==> config.mk <==
export PLATFORM = sky130hd
export DESIGN_NAME = conv_encoder
export DESIGN_NICKNAME = d
export VERILOG_FILES = /design/src/rtl/conv_encoder.sv
export SDC_FILE = /design/constraint.sdc
export NUM_CORES = 1
export LEC_CHECK = 0
export CAP_MARGIN = 0
export CELL_PAD_IN_SITES_DETAIL_PLACEMENT = 1
export CELL_PAD_IN_SITES_GLOBAL_PLACEMENT = 2
export CORE_UTILIZATION = 25
export CTS_BUF_LIST = sky130_fd_sc_hd__clkbuf_4
export CTS_CLUSTER_DIAMETER = 100
export DETAILED_ROUTE_END_ITERATION = 10
export MAX_ROUTING_LAYER = met4
export PLACE_DENSITY = 0.63
export SLEW_MARGIN = 20
export SYNTH_ARGS = -nofsm -noshare
export SYNTH_HDL_FRONTEND = slang
export SYNTH_SLANG_ARGS = --single-unit
==> constraint.sdc <==
create_clock -name clk -period 4.4 [get_ports clk]
set_input_delay 0.44 -clock clk [delete_from_list [all_inputs] [get_ports clk]]
set_output_delay 0.44 -clock clk [all_outputs]
set_load 0.02 [all_outputs]
==> src/rtl/conv_encoder.sv <==
// Rate-1/2 K=3 convolutional encoder (g0=111, g1=101), one frame = DATA_BITS data + 2 tail symbols.
// First symbol 1 cycle after accept; valid/ready symbol handshake, output held stable under unbounded stall.
module conv_encoder #(
  parameter int DATA_BITS = 6
) (
  input  logic                 clk,
  input  logic                 rst,
  input  logic [DATA_BITS-1:0] data_in,
  input  logic                 valid_in,
  output logic                 ready_out,
  output logic [1:0]           sym_out,
  output logic                 valid_out,
  input  logic                 sym_ready,
  output logic [2:0]           sym_index,
  output logic                 last_out,
  output logic [7:0]           frame_count
);

  localparam logic [2:0] LAST_DATA_IDX = 3'(DATA_BITS - 1);
  localparam logic [2:0] LAST_IDX      = 3'(DATA_BITS + 1);

  typedef enum logic [1:0] {
    IDLE = 2'd0,
    DATA = 2'd1,
    TAIL = 2'd2
  } fsm_t;

  fsm_t                 fsm_q, fsm_d;
  logic [DATA_BITS-1:0] dbuf_q, dbuf_d;
  logic [1:0]           enc_q, enc_d;   // {s1, s0}, s0 newest
  logic [2:0]           idx_d;
  logic                 vld_d, rdy_d, last_d;
  logic [1:0]           sym_d;
  logic [7:0]           cnt_d;
  logic                 u_next;
  logic                 accept, xfer;

  assign accept = (fsm_q == IDLE) && valid_in && ready_out;
  assign xfer   = valid_out && sym_ready;

  // enc_q/dbuf_q describe the presented step: enc_q is the state before it and
  // dbuf_q MSB is its input bit; zeros shifted in supply the tail bits.
  always_comb begin
    fsm_d  = fsm_q;
    dbuf_d = dbuf_q;
    enc_d  = enc_q;
    idx_d  = sym_index;
    vld_d  = valid_out;
    cnt_d  = frame_count;
    case (fsm_q)
      IDLE: begin
        if (accept) begin
          fsm_d  = DATA;
          dbuf_d = data_in;
          enc_d  = 2'b00;
          idx_d  = 3'd0;
          vld_d  = 1'b1;
        end
      end
      DATA: begin
        if (xfer) begin
          enc_d  = {enc_q[0], dbuf_q[DATA_BITS-1]};
          dbuf_d = dbuf_q << 1;
          idx_d  = sym_index + 3'd1;
          if (sym_index == LAST_DATA_IDX) fsm_d = TAIL;
        end
      end
      TAIL: begin
        if (xfer) begin
          enc_d  = {enc_q[0], dbuf_q[DATA_BITS-1]};
          dbuf_d = dbuf_q << 1;
          idx_d  = sym_index + 3'd1;
          if (sym_index == LAST_IDX) begin
            fsm_d = IDLE;
            enc_d = 2'b00;
            idx_d = 3'd0;
            vld_d = 1'b0;
            cnt_d = frame_count + 8'd1;
          end
        end
      end
      default: begin
        fsm_d  = IDLE;
        dbuf_d = '0;
        enc_d  = 2'b00;
        idx_d  = 3'd0;
        vld_d  = 1'b0;
      end
    endcase

    u_next = dbuf_d[DATA_BITS-1];
    sym_d  = vld_d ? {u_next ^ enc_d[0] ^ enc_d[1], u_next ^ enc_d[1]} : 2'b00;
    last_d = vld_d && (idx_d == LAST_IDX);
    rdy_d  = (fsm_d == IDLE);
  end

  always_ff @(posedge clk or negedge rst) begin
    if (!rst) begin
      fsm_q       <= IDLE;
      dbuf_q      <= '0;
      enc_q       <= 2'b00;
      sym_out     <= 2'b00;
      sym_index   <= 3'd0;
      valid_out   <= 1'b0;
      last_out    <= 1'b0;
      ready_out   <= 1'b1;
      frame_count <= 8'd0;
    end else begin
      fsm_q       <= fsm_d;
      dbuf_q      <= dbuf_d;
      enc_q       <= enc_d;
      sym_out     <= sym_d;
      sym_index   <= idx_d;
      valid_out   <= vld_d;
      last_out    <= last_d;
      ready_out   <= rdy_d;
      frame_count <= cnt_d;
    end
  end

  // A stalled symbol must stay put until the downstream takes it.
  stall_hold_a: assert property (@(posedge clk) disable iff (!rst)
    (valid_out && !sym_ready) |=> (valid_out && $stable(sym_out) && $stable(sym_index) && $stable(last_out)));

  ready_valid_excl_a: assert property (@(posedge clk) disable iff (!rst)
    !(ready_out && valid_out));

endmodule

== Word-level counts from Yosys, hierarchy flattened ==
Index checks and enable logic that the tools add are counted.
Word-level totals
  bits of input ports: 10
  output and inout bits: 16
  register bits after elaboration: 26
  logic and storage cells: 55
Operators by class
  $add $sub $neg: 2
  bitwise logic cells: 3
  mux-type cells: 24
  equal/unequal tests: 7
  reduce and logical (&&, ||, !) cells: 9
Operators by type and width (number)
  2-bit two-way mux: 10
  3-bit two-way mux: 4
  6-bit two-way mux: 2
  2-bit one-hot mux with 3 select lines: 2
  6-bit one-hot mux with 2 select lines: 1
  3-bit == test (second input constant): 3
  3-bit one-hot mux with 3 select lines: 1
  8-bit by 1-bit adder with 8-bit output (second input constant): 1
  1-bit logical AND: 4
  2-bit logical NOT: 2
  3-bit by 1-bit adder with 3-bit output (second input constant): 1
  1-bit two-way mux: 3
  1-bit one-hot mux with 3 select lines: 1
  3-bit AND reduction: 1
  1-bit bitwise XOR: 3
  2-bit by 1-bit == test with 1-bit output (second input constant): 1
  2-bit == test (second input constant): 1
  2-bit by 1-bit inequality test with 1-bit output (second input constant): 1
  2-bit inequality test (second input constant): 1
  2-bit AND reduction: 1
  2-bit OR reduction: 1

== Longest topological paths before layout ==
  word-level depth: 8
  mapped depth: 8
  depth with buffers taken out: 7

== Worst setup path before layout ==
Ideal clock, no wire load.
  path type: register -> register
  from: reg fsm_q[0]
  to: reg sym_out[1]
  setup slack: 2.267 ns
  cell stages (with the launch flop): 8
  data required time: 4.328 ns
  clock period less this slack: 2.133 ns
  data arrival time: 2.062 ns
  setup time: 0.072 ns
  buffers on the path: 0
  path through: dfrtp_1 inv_1 ha_1 a21boi_0 a21o_4 a222oi_1 xor3_1 nor2_1
Between the ends
  word-level cells in the longest chain between the ends: 8
  elaborated cells between the ends (all ways): 15
  classes of those cells: eq/ne: 2; mux: 7; bitwise: 2; reduce/logical: 4
RTL lines
  start: declaration: line 28  | fsm_t fsm_q, fsm_d;
  start signal: assignment: line 109  | fsm_q <= fsm_d;
  2-bit logical NOT: line 38, 50
  1-bit logical AND (2 in a row): line 38  | assign accept = (fsm_q == IDLE) && valid_in && ready_out;
  2-bit two-way mux or 6-bit two-way mux (tied branches): line 52  | if (accept) begin
  2-bit one-hot mux with 3 select lines or 6-bit one-hot mux with 2 select lines (tied branches): line 50  | case (fsm_q)
  1-bit bitwise XOR (2 in a row): line 92  | sym_d = vld_d ? {u_next ^ enc_d[0] ^ enc_d[1], u_next ^ enc_d[1]} : 2'b00;
  2-bit two-way mux *: line 92
  named net sym_d[1]: line 33  | logic [1:0] sym_d;
  end signal: assignment: line 112  | sym_out <= sym_d;
  end: declaration: line 11  | output logic [1:0] sym_out,
The timed path passes the listed nets; every way through them passes the cells marked *. The select of a mux whose other input is x is not followed.
A chain may end at the register's enable or synchronous reset.

== Final worst setup path ==
Same ends and word-level chain as after synthesis.

==> results.json <==
{
  "routabilityCongestion": 0.7784,
  "area_delta_synth_final_pct": 29.68,
  "via_per_inst": 4.495,
  "yosysUniqueCellTypes": 38,
  "grt_use_total": 0.1254,
  "fin_util": 0.3450,
  "insertedDiodeCount": 0,
  "yosysSeqAreaShare": 0.5053,
  "hp-class": "input pin to asynchronous set/reset pin",
  "gr-max-usage-layer": "met2",
  "met2_usage": 0.1865,
  "dr.pass1.iters": 4,
  "antenna_found_initial": 0,
  "vias": 935,
  "setup_slack_ns": 1.981,
  "worstSetupEndpointType": "flop",
  "tns_ns": 0,
  "wl_per_cell_um": 14.19,
  "htreeDepth": 1,
  "row_count": 25,
  "die_w_um": 73.83,
  "insertion_delay_ns": 0.33,
  "timing.final.crit_share": 0.5497,
  "clk_pin_slew_ns": 0.15,
  "drive_gt1_frac": 0.1206,
  "power_leakage_uw": 0.0007827,
  "dieArea_um2": 5451,
  "synth_area_per_cell_um2": 11.32,
  "start_util": 0.2661,
  "cts.sinks": 26,
  "hold_viol": 0,
  "final_cells": 208,
  "clockBufferDepth": 2,
  "io_pins": 26,
  "use_met1": 0.1665,
  "finalSetupViolations": 0,
  "cts_hold_buf": 0,
  "tightest_slew_ns": 0.6064,
  "core_um2": 4848,
  "maxSlewViolCount": 0,
  "cts_tree": "built",
  "synth_seq_cells": 26,
  "rsz0062_at_grt": "false",
  "drc": 0,
  "peakVddDrop_v": 0.00009162,
  "syn_inst": 114,
  "yosysTopAreaCellShare": 0.4850,
  "yosys.area.top_type": "dfrtp_1",
  "portBuffers": 25,
  "path_max_fanout": 8,
  "root_buffer": "clkbuf_4",
  "synthesis.nets": 132,
  "finClkSkew_ns": 0.0009164,
  "dp_slack_ns": 1.815,
  "yosysWarnings": 0,
  "post_cts.repair.setup_buffers": 0,
  "ctsResizeCount": 0,
  "dp_hpwl_um": 2151,
  "grt_pass1_vias": 972,
  "grt_use_met3": 0.01646,
  "power_density_nw_per_um2": 253.6,
  "postRouteAntennaNets": 0,
  "status": "finished, final reports clean",
  "maxCapViolCount": 0,
  "place_inst": 204,
  "grt_pass1_wl_um": 4905,
  "path_class": "flop to flop",
  "drt_iter0_markers": 13,
  "arrival_ns": 2.70,
  "grt_max_degree": 27,
  "synth_area_leaders": "dfrtp_1 48%, ha_1 7.8%, xnor2_1 4.1%, nor2_1 3.8%, a22o_2 3.1%",
  "syn_area_um2": 1290,
  "worstPathRequired_ns": 4.68,
  "cts_buffers": 3,
  "die_h_um": 73.83,
  "period_minus_slack_ns": 2.419,
  "drt_wl_total_um": 2951,
  "slew_headroom": 0.5958,
  "finish.net_count": 160,
  "cp-start-kind": "flop",
  "fmax_mhz": 413.4,
  "gr-total-overflow": 0
}
power breakdown:
part	total, µW	switching (µW)	internal [µW]
sequential	239	0	239
combinational	14.0	6.43	7.56
clock	171	78.8	92.2
total	424	85.3	339
critical path, cell delays in order (launching register included):
cell      delay (ns)
dfrtp_1         0.43
inv_1           0.08
ha_1            0.27
a21boi_0        0.21
a21o_4          0.26
a222oi_1        0.59
xor3_1          0.42
nor2_1          0.09
synth_stat cells:
cell and instances:
o31ai_1 1, and3_1 3, xor3_1 1, or2_2 1, xor2_1 2, a22o_1 4, a21boi_0 1, nor2_1 13
nand4_1 3, a211o_1 1, and2_1 1, a21o_4 1, nand2b_1 1, a221o_1 1, mux2i_1 1, a222oi_1 1
nand3b_1 1, dfrtp_1 25, nor4b_1 1, clkbuf_1 3, mux2_2 1, a21o_2 1, ha_1 8, a21o_1 1
and4_1 1, nand2_1 3, nand3_1 3, o21ai_0 2, and2_2 1, dfstp_2 1, and3_2 1, a22o_2 4
xnor2_1 6, nand2_2 1, a21oi_1 4, a22oi_1 3, inv_1 6, a32oi_1 1
through the flow:
stage               hold slack, ns  power (µW)  instance area [µm²]
finish                      0.4536       424.2                 1673
detailed placement          0.4710       258.0                 1620
global route                0.4683       440.7                 1673
global placement            0.4626       257.9                 1620
floorplan                   0.1444       243.6                 1290
CTS                         0.4620       430.5                 1673
worst paths after layout:
path	depth (start not counted)	end	startpoint	slack [ns]
max	7	sym_out[1]$_DFF_PN0_	fsm_q[0]$_DFF_PN0_	1.98
min	2	fsm_q[0]$_DFF_PN0_	rst	0.45
max reg2reg	7	sym_out[1]$_DFF_PN0_	fsm_q[0]$_DFF_PN0_	1.98
min reg2reg	1	frame_count[7]$_DFFE_PN0P_	frame_count[7]$_DFFE_PN0P_	0.48
max in group asynchronous	2	ready_out$_DFF_PN1_	rst	3.65
min in group clk	1	frame_count[7]$_DFFE_PN0P_	frame_count[7]$_DFFE_PN0P_	0.48
kinds of logic after synthesis:
logic type / Yosys count / share of synthesized area
xor+xnor: 9 / 0.07274
flops: 26 / 0.5053
mux: 2 / 0.01649
simple gates: 34 / 0.1378
buf+inv: 9 / 0.02619
compound gates: 26 / 0.1639
fa+ha+maj: 8 / 0.07760
area by class of cell:
type,count,area [µm²]
Inverter,6,22.52
Sequential cell,26,651.9
Timing Repair Buffer,26,257.7
Clock buffer,3,22.52
Fill cell,541,3176
Clock inverter,1,30.03
Tap cell,67,83.83
Multi-Input combinational cell,79,604.3
layer usage:
layer,up-vias,share of wire,routed length (µm)
met3,4,0.031,91
met2,17,0.47,1381
met1,452,0.48,1414
met5,-,0,0
met4,0,0.021,63
li1,462,-,-
state kept, by name, indices dropped and copies added (netlist names):
| name | count |
|---|---|
| dbuf_q | 6 |
| enc_q | 2 |
| frame_count | 8 |
| fsm_q | 2 |
| last_out | 1 |
| ready_out | 1 |
| sym_index | 3 |
| sym_out | 2 |
| valid_out | 1 |
layout by cell type, fill, tap and decap left out, types with 2 or more instances in the layout:
cell type        netlist  final
dfrtp_1               25     25
clkdlybuf4s50_1        0     25
nor2_1                13     13
ha_1                   8      8
inv_1                  6      6
xnor2_1                6      6
a21oi_1                4      4
a22o_1                 4      4
a22o_2                 4      4
a22oi_1                3      3
nand3_1                3      3
nand4_1                3      3
and3_1                 3      3
nand2_1                3      3
clkbuf_4               0      3
o21ai_0                2      2
xor2_1                 2      2
(Power assumes the default switching activity.)
